$ cat src/rtl/alu_result_pipe.sv
// Registered 2-entry skid stage behind the add/sub unit: result + flags, sticky status, delivery count.
// Optional sticky overflow/borrow status is built only when ALU_STICKY_FLAGS_EN is defined.
module alu_result_pipe #(
   parameter int W  = 8,
   parameter int CW = 16
) (
   input  logic          clk,
   input  logic          rst_n,
   input  logic          in_valid,
   output logic          in_ready,
   input  logic [W-1:0]  in_y,
   input  logic          in_carry,
   input  logic          in_ovf,
   input  logic          in_zero,
   input  logic          in_neg,
   input  logic          in_sub,
   output logic          out_valid,
   input  logic          out_ready,
   output logic [W-1:0]  out_y,
   output logic [3:0]    out_flags,
   input  logic          sticky_clr,
   output logic          sticky_ovf,
   output logic          sticky_brw,
   output logic [CW-1:0] out_count
);

   // state | meaning
   // EMPTY | no entries held
   // ONE   | head entry valid, skid empty
   // FULL  | head and skid both valid, upstream stalled
   typedef enum logic [1:0] {EMPTY, ONE, FULL} state_t;

   state_t         state, state_nxt;
   logic [W+3:0]   head, head_nxt;
   logic [W+3:0]   skid, skid_nxt;
   logic [W+3:0]   entry_in;
   logic           ready_q;
   logic           accept;
   logic           deliver;

   assign entry_in  = {in_y, in_carry, in_ovf, in_zero, in_neg};
   assign accept    = in_valid & ready_q;
   assign deliver   = (state != EMPTY) & out_ready;
   assign in_ready  = ready_q;
   assign out_valid = (state != EMPTY);
   assign out_y     = head[W+3:4];
   assign out_flags = head[3:0];

   always_comb begin
      state_nxt = state;
      head_nxt  = head;
      skid_nxt  = skid;
      case (state)
         EMPTY: begin
            if (accept) begin
               state_nxt = ONE;
               head_nxt  = entry_in;
            end
         end
         ONE: begin
            if (accept && deliver) begin
               head_nxt = entry_in;
            end else if (accept) begin
               state_nxt = FULL;
               skid_nxt  = entry_in;
            end else if (deliver) begin
               state_nxt = EMPTY;
            end
         end
         FULL: begin
            if (deliver) begin
               state_nxt = ONE;
               head_nxt  = skid;
            end
         end
         default: state_nxt = EMPTY;
      endcase
   end

   // in_ready is registered from the next state so out_ready never reaches it combinationally
   always_ff @(posedge clk) begin
      if (!rst_n) begin
         state     <= EMPTY;
         head      <= '0;
         skid      <= '0;
         ready_q   <= 1'b1;
         out_count <= '0;
      end else begin
         state   <= state_nxt;
         head    <= head_nxt;
         skid    <= skid_nxt;
         ready_q <= (state_nxt != FULL);
         if (deliver)
            out_count <= out_count + 1'b1;
      end
   end

`ifdef ALU_STICKY_FLAGS_EN
   logic ovf_q, brw_q;

   // a setting accept wins over a same-cycle clear
   always_ff @(posedge clk) begin
      if (!rst_n) begin
         ovf_q <= 1'b0;
         brw_q <= 1'b0;
      end else begin
         if (accept && in_ovf)
            ovf_q <= 1'b1;
         else if (sticky_clr)
            ovf_q <= 1'b0;
         if (accept && in_sub && !in_carry)
            brw_q <= 1'b1;
         else if (sticky_clr)
            brw_q <= 1'b0;
      end
   end

   assign sticky_ovf = ovf_q;
   assign sticky_brw = brw_q;
`else
   logic unused_sticky;
   assign unused_sticky = sticky_clr ^ in_sub;
   assign sticky_ovf    = 1'b0;
   assign sticky_brw    = 1'b0;
`endif

endmodule

$ cat config.mk
export PLATFORM = sky130hd
export DESIGN_NAME = alu_result_pipe
export DESIGN_NICKNAME = d
export VERILOG_FILES = /design/src/rtl/alu_result_pipe.sv
export SDC_FILE = /design/constraint.sdc
export NUM_CORES = 1
export LEC_CHECK = 0
export BUFFER_PORTS_ARGS = -buffer_cell sky130_fd_sc_hd__buf_2
export CAP_MARGIN = 20
export CORE_ASPECT_RATIO = 0.9
export CORE_UTILIZATION = 47
export DETAILED_ROUTE_END_ITERATION = 7
export GPL_TIMING_DRIVEN = 0
export PLACE_DENSITY = 0.77
export SLEW_MARGIN = 10
export SYNTH_ARGS = -nofsm -noshare
export SYNTH_HDL_FRONTEND = slang
export SYNTH_SLANG_ARGS = --single-unit
$ cat constraint.sdc
create_clock -name clk -period 1.3 [get_ports clk]
set_input_delay 0 -clock clk [delete_from_list [all_inputs] [get_ports clk]]
set_output_delay 0 -clock clk [all_outputs]
set_load 0.03 [all_outputs]
==> run_summary.xml <==
<?xml version="1.0" encoding="UTF-8"?>
<metrics>
  <group name="critical_path">
    <metric name="worst-endpoint-arrival" unit="ps">1590</metric>
    <metric name="setup.reg_to_reg.worst_slack" unit="ps">-90</metric>
    <metric name="timing.rr.start" unit="">state[0]</metric>
    <metric name="crit_slowest_cell" unit="">sky130_fd_sc_hd__dfxtp_4</metric>
    <metric name="critPathBufInv" unit="">1</metric>
    <metric name="rr_endpoint" unit="">skid[5]</metric>
    <metric name="worst-endpoint-required" unit="ps">1500</metric>
    <metric name="critical-path-top-delay-family" unit="">simple AND/OR/NAND/NOR gates</metric>
    <metric name="timing.critical_path.fanout_max" unit="">5</metric>
    <metric name="crit_chain" unit="">nor2b_4 &gt; nor3b_4 &gt; buf_6 &gt; mux2i_1 &gt; nor2b_1</metric>
    <metric name="end_kind" unit="">flop</metric>
    <metric name="ff2ff_path_depth" unit="">5</metric>
    <metric name="cpPeakStageDelay" unit="ps">380</metric>
    <metric name="path_class" unit="">reg -&gt; reg</metric>
    <metric name="cp-start-kind" unit="">flop</metric>
  </group>
  <group name="timing">
    <metric name="worst_clock_skew" unit="ps">9.05</metric>
    <metric name="setup_viol_count_final" unit="">25</metric>
    <metric name="aggregate_negative_setup_slack" unit="ps">-846</metric>
    <metric name="fmaxAchievable" unit="GHz">0.722</metric>
    <metric name="hold_slack" unit="ps">0.640</metric>
    <metric name="finalCriticalPeriod" unit="ps">1390</metric>
    <metric name="fin_crit_sh" unit="%">107</metric>
    <metric name="hold_viol" unit="">0</metric>
    <metric name="grt_setup_unrepaired" unit="">true</metric>
    <metric name="drv_slew" unit="">0</metric>
    <metric name="finalWorstSetupSlack" unit="ps">-85.1</metric>
  </group>
  <group name="floorplan">
    <metric name="row_count" unit="">22</metric>
    <metric name="initial_core_util" unit="%">49.3</metric>
    <metric name="dieWidth" unit="µm">71.2</metric>
    <metric name="die_area" unit="µm²">4570</metric>
    <metric name="die_height" unit="µm">64.2</metric>
    <metric name="total_i_o_pin_count" unit="">50</metric>
    <metric name="fp.coreArea" unit="µm²">4100</metric>
  </group>
  <group name="route">
    <metric name="drt_pre_antenna_iters" unit="">8</metric>
    <metric name="wire_per_inst" unit="µm">14.0</metric>
    <metric name="ant_nets" unit="">0</metric>
    <metric name="first_iter_violations" unit="">40</metric>
    <metric name="route.vias.total" unit="">1657</metric>
    <metric name="detail_route.drc_violations" unit="">3</metric>
    <metric name="vias_per_cell" unit="">5.11</metric>
    <metric name="route.final.wire_length" unit="µm">4540</metric>
  </group>
  <group name="global_routing">
    <metric name="first_global_vias" unit="">1547</metric>
    <metric name="largest_net_degree_at_the_start_of_global_routing" unit="">16</metric>
    <metric name="track_usage" unit="%">19.9</metric>
    <metric name="use_met3" unit="%">4.57</metric>
    <metric name="grt_antenna_before_repair" unit="">0</metric>
    <metric name="grt_util_met1" unit="%">25.6</metric>
    <metric name="top_usage_layer" unit="">met2</metric>
    <metric name="global_route.overflow_total" unit="">0</metric>
    <metric name="grt_pass1_wl" unit="µm">7030</metric>
    <metric name="grtUsageMet2" unit="%">31.8</metric>
  </group>
  <group name="clocking">
    <metric name="cts.sink_count" unit="">43</metric>
    <metric name="cts_tree" unit="">yes</metric>
    <metric name="htreeDepth" unit="">2</metric>
    <metric name="cts_buffers" unit="">5</metric>
    <metric name="ctsLongestPathBuffers" unit="">2</metric>
    <metric name="clk_root_buffer_cell" unit="">sky130_fd_sc_hd__clkbuf_8</metric>
    <metric name="clkSlewWorstSetupHoldPaths" unit="ps">90</metric>
    <metric name="worstSkewPairLatency" unit="ps">300</metric>
  </group>
  <group name="yosys">
    <metric name="yosys_register_bits" unit="">43</metric>
    <metric name="syn_area_per_cell" unit="µm²">10.2</metric>
    <metric name="synth-main-ff-cell" unit="">sky130_fd_sc_hd__dfxtp_1</metric>
    <metric name="synth-edff-count" unit="">0</metric>
    <metric name="netlist_instances" unit="">199</metric>
    <metric name="post_synthesis_instance_area" unit="µm²">2020</metric>
    <metric name="synth-seq-area-share" unit="%">42.5</metric>
    <metric name="synth-warning-count" unit="">0</metric>
    <metric name="postSynth.asyncResetShare" unit="%">0</metric>
    <metric name="synth.lib_cells_used.distinct" unit="">37</metric>
  </group>
  <group name="pwr">
    <metric name="p_leak" unit="nW">1.42</metric>
    <metric name="power_density" unit="nW/µm²">995</metric>
    <metric name="max-vdd-ir-drop" unit="mV">0.774</metric>
  </group>
  <group name="placed_design">
    <metric name="dp.final_hpwl" unit="µm">2790</metric>
    <metric name="portBuffers" unit="">43</metric>
    <metric name="numPlacedInstances" unit="">291</metric>
    <metric name="detailed_place.area" unit="µm²">2360</metric>
    <metric name="gp_congestion" unit="">0.733</metric>
  </group>
  <group name="finish">
    <metric name="final_design_area_no_fill" unit="µm²">2780</metric>
    <metric name="fill_cells" unit="">313</metric>
    <metric name="n_antenna_cell" unit="">0</metric>
    <metric name="nets_finish" unit="">294</metric>
    <metric name="layout-area-overhead-vs-synth" unit="%">37.4</metric>
    <metric name="fraction_of_final_layout_cells_sized_beyond_drive_strength_1" unit="%">38.0</metric>
    <metric name="stdcell_count" unit="">324</metric>
  </group>
  <group name="min_path">
    <metric name="hold_start" unit="">in_neg</metric>
    <metric name="hold_path_end" unit="">skid[0]</metric>
    <metric name="holdCritPathClass" unit="">in -&gt; reg</metric>
    <metric name="hold-path-cell-count" unit="">3</metric>
  </group>
  <group name="status">
    <metric name="run_status" unit="">finished, violations left</metric>
    <metric name="failed_checks" unit="">design-rule violations, negative setup slack</metric>
  </group>
  <group name="job">
    <metric name="maxCapViolCount" unit="">0</metric>
  </group>
</metrics>
[kinds of logic (layout without fill, tap and decap cells)]
kind of cell / count (synthesis) / in the layout / share of synthesized area, %
simple gates: 75 / 75 / 22.1
flops: 43 / 43 / 42.5
mux: 31 / 31 / 15.3
compound gates: 21 / 21 / 10.3
xor+xnor: 9 / 9 / 3.90
buf+inv: 18 / 94 / 5.01
fa+ha+maj: 1 / 1 / 0.618
other cells: 1 / 2 / 0.185
[where the power goes]
part	leakage, nW	internal [W]	total (W)	switching, W
Clock	0.0494	0.000388	0.000882	0.000494
Sequential	0.358	0.00136	0.00140	0.0000368
Combinational	1.01	0.000219	0.000488	0.000269
Total	1.42	0.00197	0.00277	0.000800
[layout make-up]
cell class / instances / area, µm² / area share [%]
multi-input cells: 139 / 1140 / 41.1
flip-flops and latches: 43 / 898 / 32.3
repair buffers: 69 / 460 / 16.6
plain buffers: 14 / 118 / 4.23
clock buffers: 5 / 68.8 / 2.48
well taps: 48 / 60.1 / 2.16
clock inverters: 3 / 21.3 / 0.765
inverters: 3 / 11.3 / 0.405
[synthesized netlist by cell type (2+ instances only)]
library cell	n	share of area, %
sky130_fd_sc_hd__and2_1	10	3.1
sky130_fd_sc_hd__and3_1	2	0.62
sky130_fd_sc_hd__buf_2	3	0.74
sky130_fd_sc_hd__buf_4	6	2.2
sky130_fd_sc_hd__clkbuf_1	5	0.93
sky130_fd_sc_hd__dfxtp_1	43	43
sky130_fd_sc_hd__inv_1	3	0.56
sky130_fd_sc_hd__mux2i_1	31	15
sky130_fd_sc_hd__nand2_1	24	4.5
sky130_fd_sc_hd__nand2b_1	7	2.2
sky130_fd_sc_hd__nand3_1	5	1.2
sky130_fd_sc_hd__nand3b_1	2	0.74
sky130_fd_sc_hd__nor2b_1	13	4.0
sky130_fd_sc_hd__nor3_1	4	0.99
sky130_fd_sc_hd__o211a_1	12	5.9
sky130_fd_sc_hd__xnor2_1	6	2.6
sky130_fd_sc_hd__xor2_1	3	1.3
[timing repair]
item	in CTS	in global routing
pin swaps	5	10
hold buffers	10	0
setup buffers	7	6
endpoints found under the setup margin	35	35
endpoints found under the hold margin	10	0
cloned	1	2
gates resized for setup	15	12
[placed cells by master, fill, tap and decap left out, types with 3 or more instances in the layout]
cell type                       count
sky130_fd_sc_hd__clkbuf_1           5
sky130_fd_sc_hd__xor2_1             3
sky130_fd_sc_hd__dfxtp_1           31
sky130_fd_sc_hd__nand3_1            4
sky130_fd_sc_hd__mux2i_1           30
sky130_fd_sc_hd__o211a_1           12
sky130_fd_sc_hd__inv_1              3
sky130_fd_sc_hd__nor2b_1           13
sky130_fd_sc_hd__buf_4             17
sky130_fd_sc_hd__xnor2_1            6
sky130_fd_sc_hd__nand2_2            4
sky130_fd_sc_hd__dfxtp_2            3
sky130_fd_sc_hd__nand2b_1           7
sky130_fd_sc_hd__buf_6              5
sky130_fd_sc_hd__dfxtp_4            9
sky130_fd_sc_hd__and2_1            10
sky130_fd_sc_hd__dlygate4sd3_1     10
sky130_fd_sc_hd__clkbuf_8           5
sky130_fd_sc_hd__nand2_1           20
sky130_fd_sc_hd__buf_2             43
[worst register-to-register path: stages (launching register included)]
cell	delay [ps]
sky130_fd_sc_hd__dfxtp_4	380
sky130_fd_sc_hd__nor2b_4	190
sky130_fd_sc_hd__nor3b_4	270
sky130_fd_sc_hd__buf_6	180
sky130_fd_sc_hd__mux2i_1	210
sky130_fd_sc_hd__nor2b_1	60
[how the worst max path moves through the flow]
stage | startpoint | endpoint | slack, ps | cells after the start
after detailed placement | state[0] | skid[3] | -220 | 6
after global routing | state[0] | skid[3] | -180 | 5
after floorplan | state[0] | skid[0] | -80 | 6
after CTS | state[0] | skid[3] | -110 | 5
final | state[0] | skid[5] | -90 | 5
after global placement | state[0] | skid[10] | -180 | 6
[through the flow]
step	total power [W]	util (%)	setup WS, ps
after global routing	0.00289	67.8	-176
after detailed placement	0.00185	57.4	-217
after CTS	0.00274	64.6	-110
final	0.00277	67.8	-85.1
after floorplan	0.00173	-	-81.0
after global placement	0.00184	57.4	-184
[routing by layer]
layer  vias to the layer above  routed length (µm)
met2                        34                2170
met5                         -                   0
met4                         0                  62
met1                       782                2140
li1                        834                   -
met3                         7                 164
[registers in the layout, summed over array words and instances, names as in the netlist]
signal     count
out_count     16
head          12
skid          12
state          2
in_ready       1
No activity file was read; power rests on OpenSTA's default activity.
